## config.mk

```make
export PLATFORM = sky130hd
export DESIGN_NAME = serie_paralelo_rx
export DESIGN_NICKNAME = d
export VERILOG_FILES = /design/src/rtl/serie_paralelo_rx_pkg.sv /design/src/rtl/serie_paralelo_rx_sp_shift8.sv /design/src/rtl/serie_paralelo_rx.sv
export SDC_FILE = /design/constraint.sdc
export NUM_CORES = 1
export LEC_CHECK = 0
export ABC_AREA = 1
export CORE_AREA = 2 2 54 56
export DETAILED_ROUTE_END_ITERATION = 10
export DIE_AREA = 0 0 56 58
export HOLD_SLACK_MARGIN = 0.08
export PLACE_DENSITY = 0.67
export REMOVE_ABC_BUFFERS = 1
export SLEW_MARGIN = 10
export SYNTH_ARGS = -nofsm -noshare
export SYNTH_HDL_FRONTEND = slang
export SYNTH_SLANG_ARGS = --single-unit
export TNS_END_PERCENT = 5
```

## constraint.sdc

```tcl
create_clock -name clk_32f -period 1.4 [get_ports clk_32f]
set_input_delay 0.35 -clock clk_32f [delete_from_list [all_inputs] [get_ports clk_32f]]
set_output_delay 0.35 -clock clk_32f [all_outputs]
set_load 0.02 [all_outputs]
```

## src/rtl/serie_paralelo_rx_pkg.sv

```systemverilog
// -----------------------------------------------------------------------------
// serie_paralelo_rx_pkg
// Shared definitions for the serial-to-parallel receiver:
//   - default COMMA symbol (idle / alignment marker, never valid payload)
//   - default number of aligned commas required before the link is declared up
//   - receiver state encoding (2'd3 is unreachable and decodes as HUNT)
// -----------------------------------------------------------------------------
package serie_paralelo_rx_pkg;

  localparam logic [7:0] COMMA_DEFAULT       = 8'hBC;
  localparam int         COMMA_COUNT_DEFAULT = 4;

  typedef enum logic [1:0] {
    ST_HUNT   = 2'd0,  // sliding search for COMMA on every bit
    ST_ALIGN  = 2'd1,  // boundary found, counting consecutive aligned commas
    ST_ACTIVE = 2'd2   // link up, payload bytes presented with valid strobe
  } state_e;

endpackage : serie_paralelo_rx_pkg

```

## src/rtl/serie_paralelo_rx_sp_shift8.sv

```systemverilog
// -----------------------------------------------------------------------------
// serie_paralelo_rx_sp_shift8
// 8-bit serial-in shift register, MSB first: every clock the register moves
// one place towards the MSB and the new bit enters at bit 0.
// Ports:
//   clk_i     in   1  bit clock
//   rst_n_i   in   1  asynchronous clear, active-low
//   data_i    in   1  serial bit
//   shreg_o   out  8  current register contents
// -----------------------------------------------------------------------------
module serie_paralelo_rx_sp_shift8 (
  input  logic       clk_i,
  input  logic       rst_n_i,
  input  logic       data_i,
  output logic [7:0] shreg_o
);

  logic [7:0] shreg_q;
  logic [7:0] shreg_d;

  assign shreg_d = {shreg_q[6:0], data_i};

  // NOTE: state is updated with non-blocking assignments so every register
  // samples the pre-edge values of its neighbours, as real flops do.
  always_ff @(posedge clk_i or negedge rst_n_i) begin
    if (!rst_n_i) begin
      shreg_q <= '0;
    end else begin
      shreg_q <= shreg_d;
    end
  end

  assign shreg_o = shreg_q;

endmodule : serie_paralelo_rx_sp_shift8

```

## src/rtl/serie_paralelo_rx.sv

```systemverilog
// -----------------------------------------------------------------------------
// serie_paralelo_rx
// Receiver side of the parallel-to-serial link. Rebuilds bytes from a serial
// MSB-first stream (one bit per clk_32f). The upstream stage sends COMMA while
// idle; the block slides over the stream looking for COMMA, then requires
// COMMA_COUNT consecutive boundary-aligned commas before declaring the link
// active. Once active, every non-COMMA byte is presented with valid_out.
// Ports:
//   clk_32f    in   1  bit clock, all logic on posedge
//   reset      in   1  asynchronous reset, active-low
//   data_in    in   1  serial data, MSB first
//   data_out   out  8  last completed byte (updated on each aligned boundary)
//   valid_out  out  1  data_out is a payload byte (ACTIVE and byte != COMMA)
//   byte_tick  out  1  one-cycle pulse on each aligned byte boundary
//   active     out  1  link aligned; held until reset
// Outputs are registered: they change on the edge that samples a byte's last
// bit, one cycle after that bit was presented, with no gaps between bytes.
// -----------------------------------------------------------------------------
module serie_paralelo_rx
  import serie_paralelo_rx_pkg::*;
#(
  parameter logic [7:0] COMMA       = COMMA_DEFAULT,
  parameter int         COMMA_COUNT = COMMA_COUNT_DEFAULT
) (
  input  logic       clk_32f,
  input  logic       reset,
  input  logic       data_in,
  output logic [7:0] data_out,
  output logic       valid_out,
  output logic       byte_tick,
  output logic       active
);

  localparam int CW = $clog2(COMMA_COUNT + 1);

  // ---------------------------------------------------------------------------
  // Shift register and byte window
  // ---------------------------------------------------------------------------
  logic [7:0] shreg;
  logic [7:0] window;
  logic       unused_shreg_msb;

  serie_paralelo_rx_sp_shift8 u_shift8 (
    .clk_i   (clk_32f),
    .rst_n_i (reset),
    .data_i  (data_in),
    .shreg_o (shreg)
  );

  // The window already includes the bit being sampled on this edge, so a
  // byte is recognised on the same edge that shifts its last bit in.
  assign window           = {shreg[6:0], data_in};
  assign unused_shreg_msb = shreg[7];

  // ---------------------------------------------------------------------------
  // Registers
  // ---------------------------------------------------------------------------
  state_e        state_q,     state_d;
  logic [2:0]    bit_cnt_q,   bit_cnt_d;
  logic [CW-1:0] comma_cnt_q, comma_cnt_d;
  logic [7:0]    data_out_q,  data_out_d;
  logic          valid_q,     valid_d;
  logic          tick_q,      tick_d;
  logic          active_q,    active_d;

  // ---------------------------------------------------------------------------
  // Shared decode
  // ---------------------------------------------------------------------------
  logic          is_comma;
  logic          boundary;
  logic [CW-1:0] comma_inc;
  logic          comma_done;

  assign is_comma   = (window == COMMA);
  // bit_cnt only runs once a boundary has been established.
  assign boundary   = ((state_q == ST_ALIGN) || (state_q == ST_ACTIVE)) &&
                      (bit_cnt_q == 3'd7);
  assign comma_inc  = comma_cnt_q + CW'(1);
  assign comma_done = (comma_inc == CW'(COMMA_COUNT));

  // ---------------------------------------------------------------------------
  // Process 1: state and output registers
  // ---------------------------------------------------------------------------
  always_ff @(posedge clk_32f or negedge reset) begin
    if (!reset) begin
      state_q     <= ST_HUNT;
      bit_cnt_q   <= '0;
      comma_cnt_q <= '0;
      data_out_q  <= '0;
      valid_q     <= 1'b0;
      tick_q      <= 1'b0;
      active_q    <= 1'b0;
    end else begin
      state_q     <= state_d;
      bit_cnt_q   <= bit_cnt_d;
      comma_cnt_q <= comma_cnt_d;
      data_out_q  <= data_out_d;
      valid_q     <= valid_d;
      tick_q      <= tick_d;
      active_q    <= active_d;
    end
  end

  // ---------------------------------------------------------------------------
  // Process 2: next state, bit counter, comma counter
  // ---------------------------------------------------------------------------
  always_comb begin
    // NOTE: every signal gets a default before the case so no path leaves it
    // unassigned, which would otherwise infer a latch.
    state_d     = state_q;
    bit_cnt_d   = bit_cnt_q + 3'd1;   // wraps 7 -> 0, bytes are back-to-back
    comma_cnt_d = comma_cnt_q;

    case (state_q)
      ST_ALIGN: begin
        if (boundary) begin
          if (is_comma) begin
            comma_cnt_d = comma_inc;
            if (comma_done) begin
              state_d = ST_ACTIVE;
            end
          end else begin
            // A non-comma while aligning means the boundary was a false lock.
            state_d     = ST_HUNT;
            comma_cnt_d = '0;
          end
        end
      end

      ST_ACTIVE: begin
        // No re-alignment once active; only reset leaves this state.
        state_d = ST_ACTIVE;
      end

      default: begin
        // ST_HUNT, and the unused encoding 2'd3 which behaves as HUNT.
        state_d     = ST_HUNT;
        bit_cnt_d   = '0;
        comma_cnt_d = '0;
        if (is_comma) begin
          // The comma just completed marks the boundary; it counts as the first.
          state_d     = ST_ALIGN;
          comma_cnt_d = CW'(1);
        end
      end
    endcase
  end

  // ---------------------------------------------------------------------------
  // Process 3: output register next values
  // ---------------------------------------------------------------------------
  always_comb begin
    data_out_d = data_out_q;
    valid_d    = valid_q;
    tick_d     = 1'b0;
    active_d   = active_q;

    case (state_q)
      ST_ALIGN: begin
        valid_d = 1'b0;
        if (boundary) begin
          data_out_d = window;
          tick_d     = 1'b1;
          if (is_comma && comma_done) begin
            active_d = 1'b1;
          end
        end
      end

      ST_ACTIVE: begin
        active_d = 1'b1;
        if (boundary) begin
          data_out_d = window;
          tick_d     = 1'b1;
          // A payload byte equal to COMMA is illegal upstream and reads as idle.
          valid_d    = !is_comma;
        end
      end

      default: begin
        // The HUNT detection edge is not a reported boundary.
        valid_d  = 1'b0;
        active_d = 1'b0;
      end
    endcase
  end

  assign data_out  = data_out_q;
  assign valid_out = valid_q;
  assign byte_tick = tick_q;
  assign active    = active_q;

endmodule : serie_paralelo_rx

```

==> summary.md <==
After routing the design area is 1430 um2. The port buffer count is 13. The delay of the slowest critical-path stage works out to 0.38 ns. The total detailed-routing wirelength is 1990 um, and the clock transition at the register clock pins on the worst setup and hold paths after CTS is 0.13 ns.

The busiest layer in global routing is met2. The first global-routing pass estimated 3590 um of wire. After synthesis the netlist holds a flip-flop and latch count of 26.

The tools report the via count of the first global-routing pass as 831. The die is 56 um wide. Growth of design area from synthesis to finish: 24.2%. The final weighted congestion in routability-driven placement is 0.791, and the vias per cell is 4.71. TritonCTS built the clock tree. Post-synthesis cell area: 1150 um2.

Synthesis produced a netlist whose cell count is 118. For this run, global-route usage on met3 was measured as 1.56%. The run gives 26 as the clock sink count. Counting along the longest clock path gives a buffer depth of 2. The worst setup path is of the reg -> out kind.

In this run the count of I/O pins placed on the die edge is 14. The repair_antennas step left the layout with diodes totalling 0. For this design the ratio of total power to cell area is 964 nW/um2.

Once the floorplan was initialized, standard cells occupied 43.2% of the core. The run gives 25.2% as the met2 routing resource usage after global routing. For met1 alone, demand over resource in global routing was 16.8%. On the critical path the largest part of the delay comes from flip-flops. The number of antenna violations at the first check in global routing was 0.

The flow ran to the end, and the final reports show no timing, DRC or antenna violations. The run gives 1.01 ns as the endpoint arrival time on the critical path. The Yosys warning count is 0. The logs give 0.00551 ns for the clock tree skew after final layout and 1410 um for the detailed placement HPWL. Once placement finished, the instance area stood at 1360 um2. Of the synthesized area, sequential elements account for 56.6%. The leakage power figure is 0.000724 uW, and the total of hold buffers inserted after clock tree synthesis is 0. The worst path uses 97.1% of the clock period.

The floorplan step defined a core boundary enclosing 2660 um2. The tools report the sort of element at the end of the critical path as an output port. After layout, the design draws a total of 1380 uW. Across the VDD grid, the largest voltage drop is 0.591 mV. Detailed routing inserted a total of 820 vias. The worst setup path is launched from a flop. Among all stages on the critical path, the largest delay is contributed by sky130_fd_sc_hd__dfrtp_1.

The transition time at the pin with the least slew margin came out at 0.247 ns. The number of DRC markers in iteration 0 was 12; the maximum level of the CTS H-tree was 1. Summing all flip-flop and latch instances after layout gives 651 um2. Counting cells, the worst reg-to-reg path comes to 9. The run gives 83.4% as the tightest slew margin relative to the limit. Prior to clock tree synthesis, the placed netlist has a worst setup slack of -0.155 ns. The reg-to-reg critical path endpoint is comma_cnt_q[1]. The later pin in the worst-skew pair is clocked with a latency of 0.32 ns. The worst register-to-register path has a setup slack of 0.05 ns.

The run gives 0 as the aggregate global routing overflow. Across the run, the number of max-cap violations was 0. Setup repair after global routing could not meet its margin everywhere. Averaged over all synthesized cells, the footprint is 9.74 um2. The worst register-to-register path begins at state_q[0].

STA puts the critical path data required time at 1.05 ns. The tools report the number of detailed-route iterations in the first pass as 4. The number of buffer and inverter stages on the critical path works out to 1.

The CTS root buffer is sky130_fd_sc_hd__clkbuf_4. The count of pins over their slew limit was 0; the fraction of final layout cells sized beyond drive strength 1 was 28.7%. The floorplan step defined a die boundary enclosing 3250 um2. The tools report the worst setup path startpoint as byte_tick. The class of the tightest hold or removal check was in -> async. Average detailed-routed wire length per instance: 11.4 um. For the final setup slack of the worst path, the log shows 0.0404 ns. For this run, design rule violations remaining after detail routing come to 0. In this run the remaining antenna-violating nets after routing total 0. For the maximum number of pins on one net before global-route repair, the log shows 27.

The number of buffers added by the clock tree synthesis step was 3; the minimum clock period was 1.36 ns. Maximum fanout along the worst path: 1. Walking the worst path, the cells encountered are dlygate4sd2_1.

For the final routed database, the setup TNS stands at 0 ns. Setup violations remaining at the end of the flow were counted as 0. The run gives 454 um2 as the footprint of the multi-input gates. For the global routing usage summed across all routing layers, the log shows 14.1%.

The overall die height is 58 um, and the number of hold-slack violations in the final timing report is 0. Fill cells in the final layout number 246. Based on the critical path, the design can be clocked at up to 0.735 GHz.

The run gives 19 as the number of rows in the core area. The synthesized netlist contains 21 unique library cells. For this run, the post-layout net count is 153.
-- cell usage after synthesis --
| cell type | count | share of area, % |
|---|---|---|
| sky130_fd_sc_hd__nand2_1 | 37 | 12 |
| sky130_fd_sc_hd__dfrtp_1 | 26 | 57 |
| sky130_fd_sc_hd__inv_1 | 12 | 3.9 |
| sky130_fd_sc_hd__nor2_1 | 8 | 2.6 |
| sky130_fd_sc_hd__ha_1 | 6 | 6.5 |
| sky130_fd_sc_hd__nand3_1 | 5 | 2.2 |
| sky130_fd_sc_hd__o21ai_0 | 5 | 2.2 |
| sky130_fd_sc_hd__inv_2 | 3 | 0.98 |
| sky130_fd_sc_hd__nand3_2 | 3 | 2.6 |
| sky130_fd_sc_hd__nand2_4 | 2 | 2.0 |
| sky130_fd_sc_hd__a21oi_1 | 1 | 0.43 |
| sky130_fd_sc_hd__buf_2 | 1 | 0.43 |
| sky130_fd_sc_hd__inv_4 | 1 | 0.54 |
| sky130_fd_sc_hd__nand2_2 | 1 | 0.54 |
| sky130_fd_sc_hd__nand4_2 | 1 | 1.1 |
| sky130_fd_sc_hd__nor2_4 | 1 | 0.98 |
| sky130_fd_sc_hd__nor2_8 | 1 | 1.7 |
| sky130_fd_sc_hd__nor3_1 | 1 | 0.43 |
| sky130_fd_sc_hd__o211ai_1 | 1 | 0.65 |
| sky130_fd_sc_hd__o21ai_1 | 1 | 0.43 |
| sky130_fd_sc_hd__o22ai_2 | 1 | 1.1 |
-- cell usage in the layout (no fill, tap or decap) --
cell	count
sky130_fd_sc_hd__a21oi_1	1
sky130_fd_sc_hd__buf_12	1
sky130_fd_sc_hd__buf_4	8
sky130_fd_sc_hd__bufinv_16	1
sky130_fd_sc_hd__clkbuf_2	9
sky130_fd_sc_hd__clkbuf_4	3
sky130_fd_sc_hd__clkdlybuf4s15_1	1
sky130_fd_sc_hd__clkdlybuf4s50_1	2
sky130_fd_sc_hd__dfrtp_1	26
sky130_fd_sc_hd__dlygate4sd2_1	1
sky130_fd_sc_hd__ha_1	3
sky130_fd_sc_hd__ha_2	2
sky130_fd_sc_hd__ha_4	1
sky130_fd_sc_hd__inv_1	11
sky130_fd_sc_hd__inv_2	2
sky130_fd_sc_hd__inv_4	3
sky130_fd_sc_hd__nand2_1	37
sky130_fd_sc_hd__nand2_2	1
sky130_fd_sc_hd__nand2_4	2
sky130_fd_sc_hd__nand3_1	4
sky130_fd_sc_hd__nand3_2	4
sky130_fd_sc_hd__nand4_2	1
sky130_fd_sc_hd__nor2_1	8
sky130_fd_sc_hd__nor2_4	1
sky130_fd_sc_hd__nor2_8	1
sky130_fd_sc_hd__nor3_1	1
sky130_fd_sc_hd__o211ai_1	1
sky130_fd_sc_hd__o21ai_0	4
sky130_fd_sc_hd__o21ai_1	2
sky130_fd_sc_hd__o22ai_2	1
-- area by class of cell --
| class | count | area share, % |
|---|---|---|
| sequential | 26 | 45.6 |
| clock buffer | 3 | 1.58 |
| multi-input combinational | 75 | 31.8 |
| tap | 31 | 2.72 |
| clock inverter | 1 | 2.10 |
| inverter | 16 | 4.73 |
| timing repair buffer | 22 | 11.5 |
-- metal layers --
| layer | up-vias | wire length (um) |
|---|---|---|
| li1 | 419 | - |
| met1 | 382 | 889 |
| met2 | 15 | 979 |
| met3 | 4 | 69 |
| met4 | 0 | 48 |
| met5 | - | 0 |
-- logic make-up after synthesis --
| logic type | count (synthesis) | share of synthesized area [%] |
|---|---|---|
| AOI/OAI and AO/OA | 9 | 4.79 |
| DFF | 26 | 56.6 |
| and+or+nand+nor | 60 | 26.2 |
| buffers and inverters | 17 | 5.88 |
| adders and majority gates | 6 | 6.53 |
-- flip-flops by register name (all words and copies together), names as in the netlist --
name	count
byte_tick	1
u_shift8.shreg_o	7
active	1
data_out	8
valid_out	1
bit_cnt_q	3
state_q	2
comma_cnt_q	3
-- timing repair --
action,CTS,global route
gates resized for setup,20,18
buffers inserted,0,4
endpoints found under the setup margin,15,17
pin swaps,0,1
-- how the worst max path moves through the flow --
stage	to	slack [ns]	cells after the start
final	byte_tick	0.04	1
after global routing	comma_cnt_q[1]	-0.01	9
after CTS	active	-0.01	8
after detailed placement	state_q[1]	-0.15	8
after global placement	active	-0.12	7
after floorplan	comma_cnt_q[1]	0.04	8
-- stage by stage --
stage                     cells  hold slack [ns]  util, %
after global placement      166            0.357     51.2
after CTS                   170            0.357     53.5
after global routing        174            0.367     53.6
after detailed placement    166            0.368     51.2
final                       174            0.352     53.6
after floorplan             117           0.0544        -
-- power breakdown --
part / internal, uW / switching, uW / leakage, uW
combinational: 28.1 / 48.4 / 0.000403
sequential: 773 / 15.4 / 0.000293
clock: 290 / 222 / 0.0000279
(Power assumes the default switching activity.)
